$ cat config.mk
export PLATFORM = sky130hd
export DESIGN_NAME = high_bus_endpoint
export DESIGN_NICKNAME = d
export VERILOG_FILES = /design/src/rtl/high_bus_endpoint.sv
export SDC_FILE = /design/constraint.sdc
export NUM_CORES = 1
export LEC_CHECK = 0
export BUFFER_PORTS_ARGS = -buffer_cell sky130_fd_sc_hd__buf_2
export CAP_MARGIN = 0
export CORE_AREA = 2 2 117 119
export CTS_CLUSTER_DIAMETER = 40
export CTS_CLUSTER_SIZE = 10
export DETAILED_ROUTE_END_ITERATION = 6
export DIE_AREA = 0 0 119 121
export PLACE_DENSITY = 0.77
export SETUP_SLACK_MARGIN = 0.3
export SYNTH_ARGS = -nofsm -noshare
export SYNTH_HDL_FRONTEND = slang
export SYNTH_SLANG_ARGS = --single-unit
$ cat constraint.sdc
create_clock -name clk -period 2.2 [get_ports clk]
set_input_delay 0.66 -clock clk [delete_from_list [all_inputs] [get_ports clk]]
set_output_delay 0.66 -clock clk [all_outputs]
set_load 0.1 [all_outputs]
$ cat src/rtl/high_bus_endpoint.sv
// high_bus_endpoint: far-end endpoint of the high-width bus.
// High-width write beats inside the address window are buffered in a circular
// FIFO. A read FSM then offers the words one at a time on the read port.
// Writes that are dropped raise sticky flags: addr_reject for a beat outside
// the window, overflow for an in-window beat that arrives while the FIFO is full.
module high_bus_endpoint #(
   parameter int BRUST_SIZE_LOG = 2,
   parameter int ADDR_WIDTH = 16,
   parameter int LOW_DATA_WIDTH = 8,
   parameter int FIFO_DEPTH_LOG = 2,
   parameter logic [ADDR_WIDTH-1:0] ADDR_LO = '0,
   parameter logic [ADDR_WIDTH-1:0] ADDR_HI = '1
) (
   input  logic                                              clk,
   input  logic                                              rst_n,
   input  logic [LOW_DATA_WIDTH*(2**BRUST_SIZE_LOG)-1:0]     high_write_data,
   input  logic [ADDR_WIDTH-1:0]                             high_write_addr,
   input  logic                                              high_write_valid,
   output logic [LOW_DATA_WIDTH*(2**BRUST_SIZE_LOG)-1:0]     high_read_data,
   output logic                                              high_read_valid,
   input  logic                                              high_read_finish,
   output logic [FIFO_DEPTH_LOG:0]                           fifo_count,
   output logic                                              overflow,
   output logic                                              addr_reject
);

   localparam int HW = LOW_DATA_WIDTH * (2**BRUST_SIZE_LOG);
   localparam int DEPTH = 2**FIFO_DEPTH_LOG;
   localparam logic [FIFO_DEPTH_LOG:0] FULL_CNT = (FIFO_DEPTH_LOG+1)'(DEPTH);

   typedef enum logic [1:0] {S_IDLE, S_SEND, S_GAP} state_t;

   state_t state, state_next;

   logic [HW-1:0]             mem [DEPTH];
   logic [FIFO_DEPTH_LOG-1:0] wr_ptr;
   logic [FIFO_DEPTH_LOG-1:0] rd_ptr;
   logic                      addr_ok;
   logic                      fifo_full;
   logic                      push;
   logic                      pop;

   // Inclusive unsigned window test, done with borrow bits so that
   // full-range defaults do not collapse into constant comparisons.
   function automatic logic in_window(input logic [ADDR_WIDTH-1:0] a);
      logic [ADDR_WIDTH:0] d_lo;
      logic [ADDR_WIDTH:0] d_hi;
      d_lo = {1'b0, a} - {1'b0, ADDR_LO};
      d_hi = {1'b0, ADDR_HI} - {1'b0, a};
      return !d_lo[ADDR_WIDTH] && !d_hi[ADDR_WIDTH];
   endfunction

   // Push qualification. The full test uses the pre-edge count, so a pop on
   // the same edge never makes room for a write that arrives while full.
   always_comb begin
      addr_ok   = in_window(high_write_addr);
      fifo_full = (fifo_count == FULL_CNT);
      push      = high_write_valid && addr_ok && !fifo_full;
   end

   // FIFO storage. The data words need no reset; the pointers and count
   // decide what is valid.
   always_ff @(posedge clk) begin
      if (push)
         mem[wr_ptr] <= high_write_data;
   end

   // Pointers and occupancy. Simultaneous push and pop leaves the count unchanged.
   always_ff @(posedge clk or negedge rst_n) begin
      if (!rst_n) begin
         wr_ptr     <= '0;
         rd_ptr     <= '0;
         fifo_count <= '0;
      end else begin
         if (push)
            wr_ptr <= wr_ptr + 1'b1;
         if (pop)
            rd_ptr <= rd_ptr + 1'b1;
         case ({push, pop})
            2'b10:   fifo_count <= fifo_count + 1'b1;
            2'b01:   fifo_count <= fifo_count - 1'b1;
            default: fifo_count <= fifo_count;
         endcase
      end
   end

   // Sticky drop flags. An out-of-window beat reports only addr_reject.
   always_ff @(posedge clk or negedge rst_n) begin
      if (!rst_n) begin
         overflow    <= 1'b0;
         addr_reject <= 1'b0;
      end else begin
         if (high_write_valid && !addr_ok)
            addr_reject <= 1'b1;
         if (high_write_valid && addr_ok && fifo_full)
            overflow <= 1'b1;
      end
   end

   // Read FSM state register.
   always_ff @(posedge clk or negedge rst_n) begin
      if (!rst_n)
         state <= S_IDLE;
      else
         state <= state_next;
   end

   // Read FSM next state. GAP always lasts one cycle, so a registered
   // finish from the reader cannot consume a second word.
   always_comb begin
      state_next = state;
      case (state)
         S_IDLE:  if (fifo_count != '0) state_next = S_SEND;
         S_SEND:  if (high_read_finish) state_next = S_GAP;
         S_GAP:   state_next = S_IDLE;
         default: state_next = S_IDLE;
      endcase
   end

   // Read FSM outputs. The pop happens on the IDLE->SEND edge.
   always_comb begin
      high_read_valid = (state == S_SEND);
      pop             = (state == S_IDLE) && (fifo_count != '0);
   end

   // Offered word register. It is loaded at pop and held stable through SEND.
   always_ff @(posedge clk or negedge rst_n) begin
      if (!rst_n)
         high_read_data <= '0;
      else if (pop)
         high_read_data <= mem[rd_ptr];
   end

endmodule

* Word level (Yosys, flattened, before mapping)
Memories as Yosys holds them, arrays and structs flattened. A register that Yosys moved wholly into a read port is not among the register bits.
Index checks and enable logic that the tools add are counted.
** Storage, ports and cells
- Flip-flop bits (word level) :: 11
- Memory bits (writable) :: 128
- Input bits :: 52
- Output and inout port bits :: 38
- Memories kept :: 1
** Cells by class
- Add/subtract/negate cells :: 5
- Eq/ne operators :: 6
- Multiplexer cells :: 6
- Reduce and logical (&&, ||, !) cells :: 12
** Memory list
- mem :: words 4, bits a word 32, rd ports 1, clocked after Yosys merged registers in 1, wr ports 1, RTL line 35 : logic [HW-1:0] mem [DEPTH];
** Operators with widths (number)
- subtractor 16 x 16 -> 17 bit (first input constant) :: 1
- case mux 3 bit (2 select lines) :: 1
- logical AND 1 bit :: 5
- adder 2 x 1 -> 2 bit (second input constant) :: 2
- == test 2 x 1 -> 1 bit (second input constant) :: 2
- two-way mux 2 bit :: 2
- case mux 2 bit (2 select lines) :: 1
- adder 3 x 1 -> 3 bit (second input constant) :: 1
- == test 3 bit (second input constant) :: 1
- logical NOT 1 bit :: 3
- nonzero test 3 bit :: 1
- subtractor 3 x 1 -> 3 bit (second input constant) :: 1
- == test 2 bit (second input constant) :: 1
- logical NOT 2 bit :: 1
- two-way mux 1 bit :: 2
- inequality test 2 x 1 -> 1 bit (second input constant) :: 1
- inequality test 2 bit (second input constant) :: 1
- AND reduction 2 bit :: 1
- nonzero test 2 bit :: 1

* Logic depth before layout (Yosys ltp)
- Depth after elaboration :: 6
- Depth in mapped cells :: 11

* Least setup slack after synthesis
Ideal clock, no wire load.
- Path kind :: reg-to-reg
- From :: reg fifo_count[2]
- To :: reg fifo_count[2]
- Data arrival time :: 2675 ps
- Required time :: 2036 ps
- Setup slack :: -639 ps
- Cell stages (with the launch flop) :: 12
- Path buffers :: 2
- Cell sequence :: dfrtp_1 nor3_1 or3_1 buf_6 buf_6 inv_1 ha_1 inv_1 fa_1 xor2_1 nor2_1 xor2_1
** RTL lines
- start: declaration :: RTL line 22 : output logic [FIFO_DEPTH_LOG:0] fifo_count,
- start signal: assignment :: RTL line 80 : 2'b10: fifo_count <= fifo_count + 1'b1;
- start signal: assignment :: RTL line 81 : 2'b01: fifo_count <= fifo_count - 1'b1;
- start signal: assignment :: RTL line 82 : default: fifo_count <= fifo_count;
- nonzero test 3 bit * :: RTL line 123 : pop = (state == S_IDLE) && (fifo_count != '0);
- logical AND 1 bit * :: RTL line 123
- via pop :: RTL line 41 : logic pop;
- == test 2 x 1 -> 1 bit or == test 2 bit (tied branches) :: RTL line 79 : case ({push, pop})
- case mux 3 bit (2 select lines) or nonzero test 2 bit (tied branches)
Mark *: on every way through the listed nets, which the timed path passes. The rest lies on a longest branch.
A chain may end at the register's enable or synchronous reset.

* Worst setup path in the final report
- From :: reg fifo_count[1]
- To :: reg fifo_count[2]
The elaborated chain is that of the path after synthesis.

==> impl_metrics.env <==
export IMPL_ys_types=26
export IMPL_synth_top_area_share_pct=58.4
export IMPL_drive_gt1_share_pct=43.6
export IMPL_min_period_ns=1.89
export IMPL_hold_viol_final=0
export IMPL_num_io_pins=90
export IMPL_postCtsHoldBufs=0
export IMPL_vias=3004
export IMPL_path_class="flop to flop"
export IMPL_dpl_hpwl_mm=6.87
export IMPL_cp_depth=9
export IMPL_clock_latency_ns=0.42
export IMPL_layout_commonest_cell="edfxtp_1"
export IMPL_multi_input_area_um2=1600
export IMPL_initial_core_util_pct=50.3
export IMPL_setup_worst_path_start_class="flop"
export IMPL_netlist_area_um2=6580
export IMPL_clock_sinks=170
export IMPL_crit_family="simple AND/OR/NAND/NOR gates"
export IMPL_dpl_cell_area_um2=7310
export IMPL_whs_ns=0.250
export IMPL_grt_usage_pct=16.7
export IMPL_synth_nets=342
export IMPL_firstDrtPassIters=4
export IMPL_io_buffers=72
export IMPL_root_buffer="clkbuf_16"
export IMPL_path_common_cell="xor2_1"
export IMPL_fin_nets=438
export IMPL_cts_tree="yes"
export IMPL_grt_ovfl_total=0
export IMPL_max_cap_violations=0
export IMPL_cts_buffers=17
export IMPL_end_kind="flop"
export IMPL_cts_max_path_buffers=2
export IMPL_wl_per_cell_um=19.8
export IMPL_yosysSeqAreaShare_pct=74.4
export IMPL_grt_pass1_wl_mm=17.4
export IMPL_fin_skew_ns=0.00909
export IMPL_finalMaxSlewViolations=0
export IMPL_startpoint="fifo_count[1]"
export IMPL_cp_slowest_stage_delay_ns=0.46
export IMPL_hold_class="input port to asynchronous set/reset pin"
export IMPL_synth_seq_cells=170
export IMPL_rr_worst_depth=9
export IMPL_ctsHtreeMaxLevel=4
export IMPL_yosysWarningCount=0
export IMPL_cp_max_fo=4
export IMPL_crit_buf_inv=2
export IMPL_critical_path_required_ns=2.54
export IMPL_grt_max_degree=35
export IMPL_netlist_top_cell_by_area="edfxtp_1"
export IMPL_grt_pass1_vias=3195
export IMPL_path_clk_slew_ns=0.06
export IMPL_rows=42
export IMPL_maxSlewHeadroom_pct=59.9
export IMPL_cp_slowest_cell="dfrtp_4"
export IMPL_critPathArrivalTime_ns=2.23
export IMPL_antennaDiodeCount=0
export IMPL_grt_antenna_before_repair=0
export IMPL_setup_violations=0
export IMPL_synth_area_top_cells="edfxtp_1 (58%), dfrtp_1 (16%), mux4_1 (12%)"
export IMPL_stdcell_area_um2=8040
export IMPL_timing_rr_end="fifo_count[2]"
export IMPL_worst_slew_pin_slew_ns=0.602
export IMPL_most_common_layout_cells="edfxtp_1 (128), buf_2 (53), dfrtp_1 (37)"
export IMPL_routed_via_density=5.29
export IMPL_synthCells=284
export IMPL_die_area_um2=14400
export IMPL_rsz0062_at_grt="true"
export IMPL_reg2reg_from="fifo_count[1]"
export IMPL_drcViolationCount=0
export IMPL_routed_wl_mm=11.3
export IMPL_n_fill_cell=924
export IMPL_area_growth_pct=22.2
export IMPL_ant_nets=0
export IMPL_period_share_pct=86.1
export IMPL_status="finished clean"
export IMPL_die_height_um=121
export IMPL_crit_path_end="fifo_count[2]"
export IMPL_path_cells="nor3_4 > or3_4 > inv_4 > ha_4 > inv_2 > fa_2 > xor2_1 > nor2_1 > xor2_1"
export IMPL_place_congestion=0.711
export IMPL_core_area_um2=13100
export IMPL_fmax_mhz=528
export IMPL_final_seq_area_um2=4910
export IMPL_die_w_um=119
export IMPL_drt_first_iter_violations=112
export IMPL_reg2reg_slack_ns=0.31
export IMPL_syn_area_per_cell_um2=23.2
==> cells in the mapped netlist, drive strengths merged <==
| cell | n |
|---|---|
| inv | 8 |
| conb | 1 |
| xnor2 | 4 |
| mux2i | 1 |
| mux2 | 33 |
| mux4 | 32 |
| fa | 1 |
| a21boi | 1 |
| edfxtp | 128 |
| a31o | 1 |
| xor2 | 2 |
| nor3 | 1 |
| clkbuf | 3 |
| or4b | 1 |
| dfrtp | 42 |
| buf | 10 |
| and2 | 5 |
| o21ai | 1 |
| or3 | 1 |
| nand2b | 1 |
| nor2 | 2 |
| ha | 5 |
==> how the worst min path moves through the flow <==
stage,to,slack (ns),cells after the start
4_1_cts,high_read_data[8],0.26,1
2_1_floorplan,high_read_data[0],0.36,0
3_3_place_gp,overflow,0.45,1
3_5_place_dp,overflow,0.45,1
6_report,high_read_data[8],0.25,1
5_1_grt,high_read_data[8],0.28,1
==> cells by family after synthesis <==
logic type / synth area share [%]
DFF: 74.4
AOI/OAI and AO/OA: 0.323
other: 0.0570
muxes: 20.0
adders and majority gates: 1.25
xor gates and xnor gates: 0.798
and+or+nand+nor: 1.01
buffers and inverters: 2.19
==> layer usage <==
layer  GRT usage, %  part of all wire (%)  wire [um]  vias to the layer above
met3           4.32                   3.7        412                       16
met5              0                     0          0                        -
li1               -                     -          -                     1344
met1           20.6                    43       4800                     1566
met4           6.92                   1.5        166                        0
met2           28.4                    52       5880                       78
==> layout make-up <==
cell class | count | share of cell area (%)
inverter | 8 | 0.436
timing repair buffer | 90 | 8.45
clock inverter | 12 | 1.91
clock buffer | 19 | 5.51
multi-input combinational | 93 | 19.9
tap | 176 | 2.74
sequential | 170 | 61.0
==> timing repair <==
action | in CTS | in global routing
pin swaps | 1 | 5
setup endpoints to repair | 43 | 13
setup buffers | 2 | 2
resized for setup | 15 | 20
==> flip-flops by register name, indices dropped and copies added, names as in the netlist <==
signal	flops
fifo_count	3
high_read_data	32
mem	128
overflow	1
rd_ptr	2
state	2
wr_ptr	2
==> stage by stage <==
| step | utilization [%] | worst slack [ns] | TNS, ns | instances |
|---|---|---|---|---|
| after floorplan | - | -0.195 | -0.261 | 284 |
| after global placement | 55.9 | 0.125 | 0 | 533 |
| after detailed placement | 55.9 | 0.116 | 0 | 533 |
| after CTS | 60.9 | 0.217 | 0 | 566 |
| after global routing | 61.5 | 0.191 | 0 | 568 |
| final | 61.5 | 0.306 | 0 | 568 |
Power is left out: the tool's default activity adds up to more than one toggle a clock period on the data nets, which glitch-free logic cannot reach.
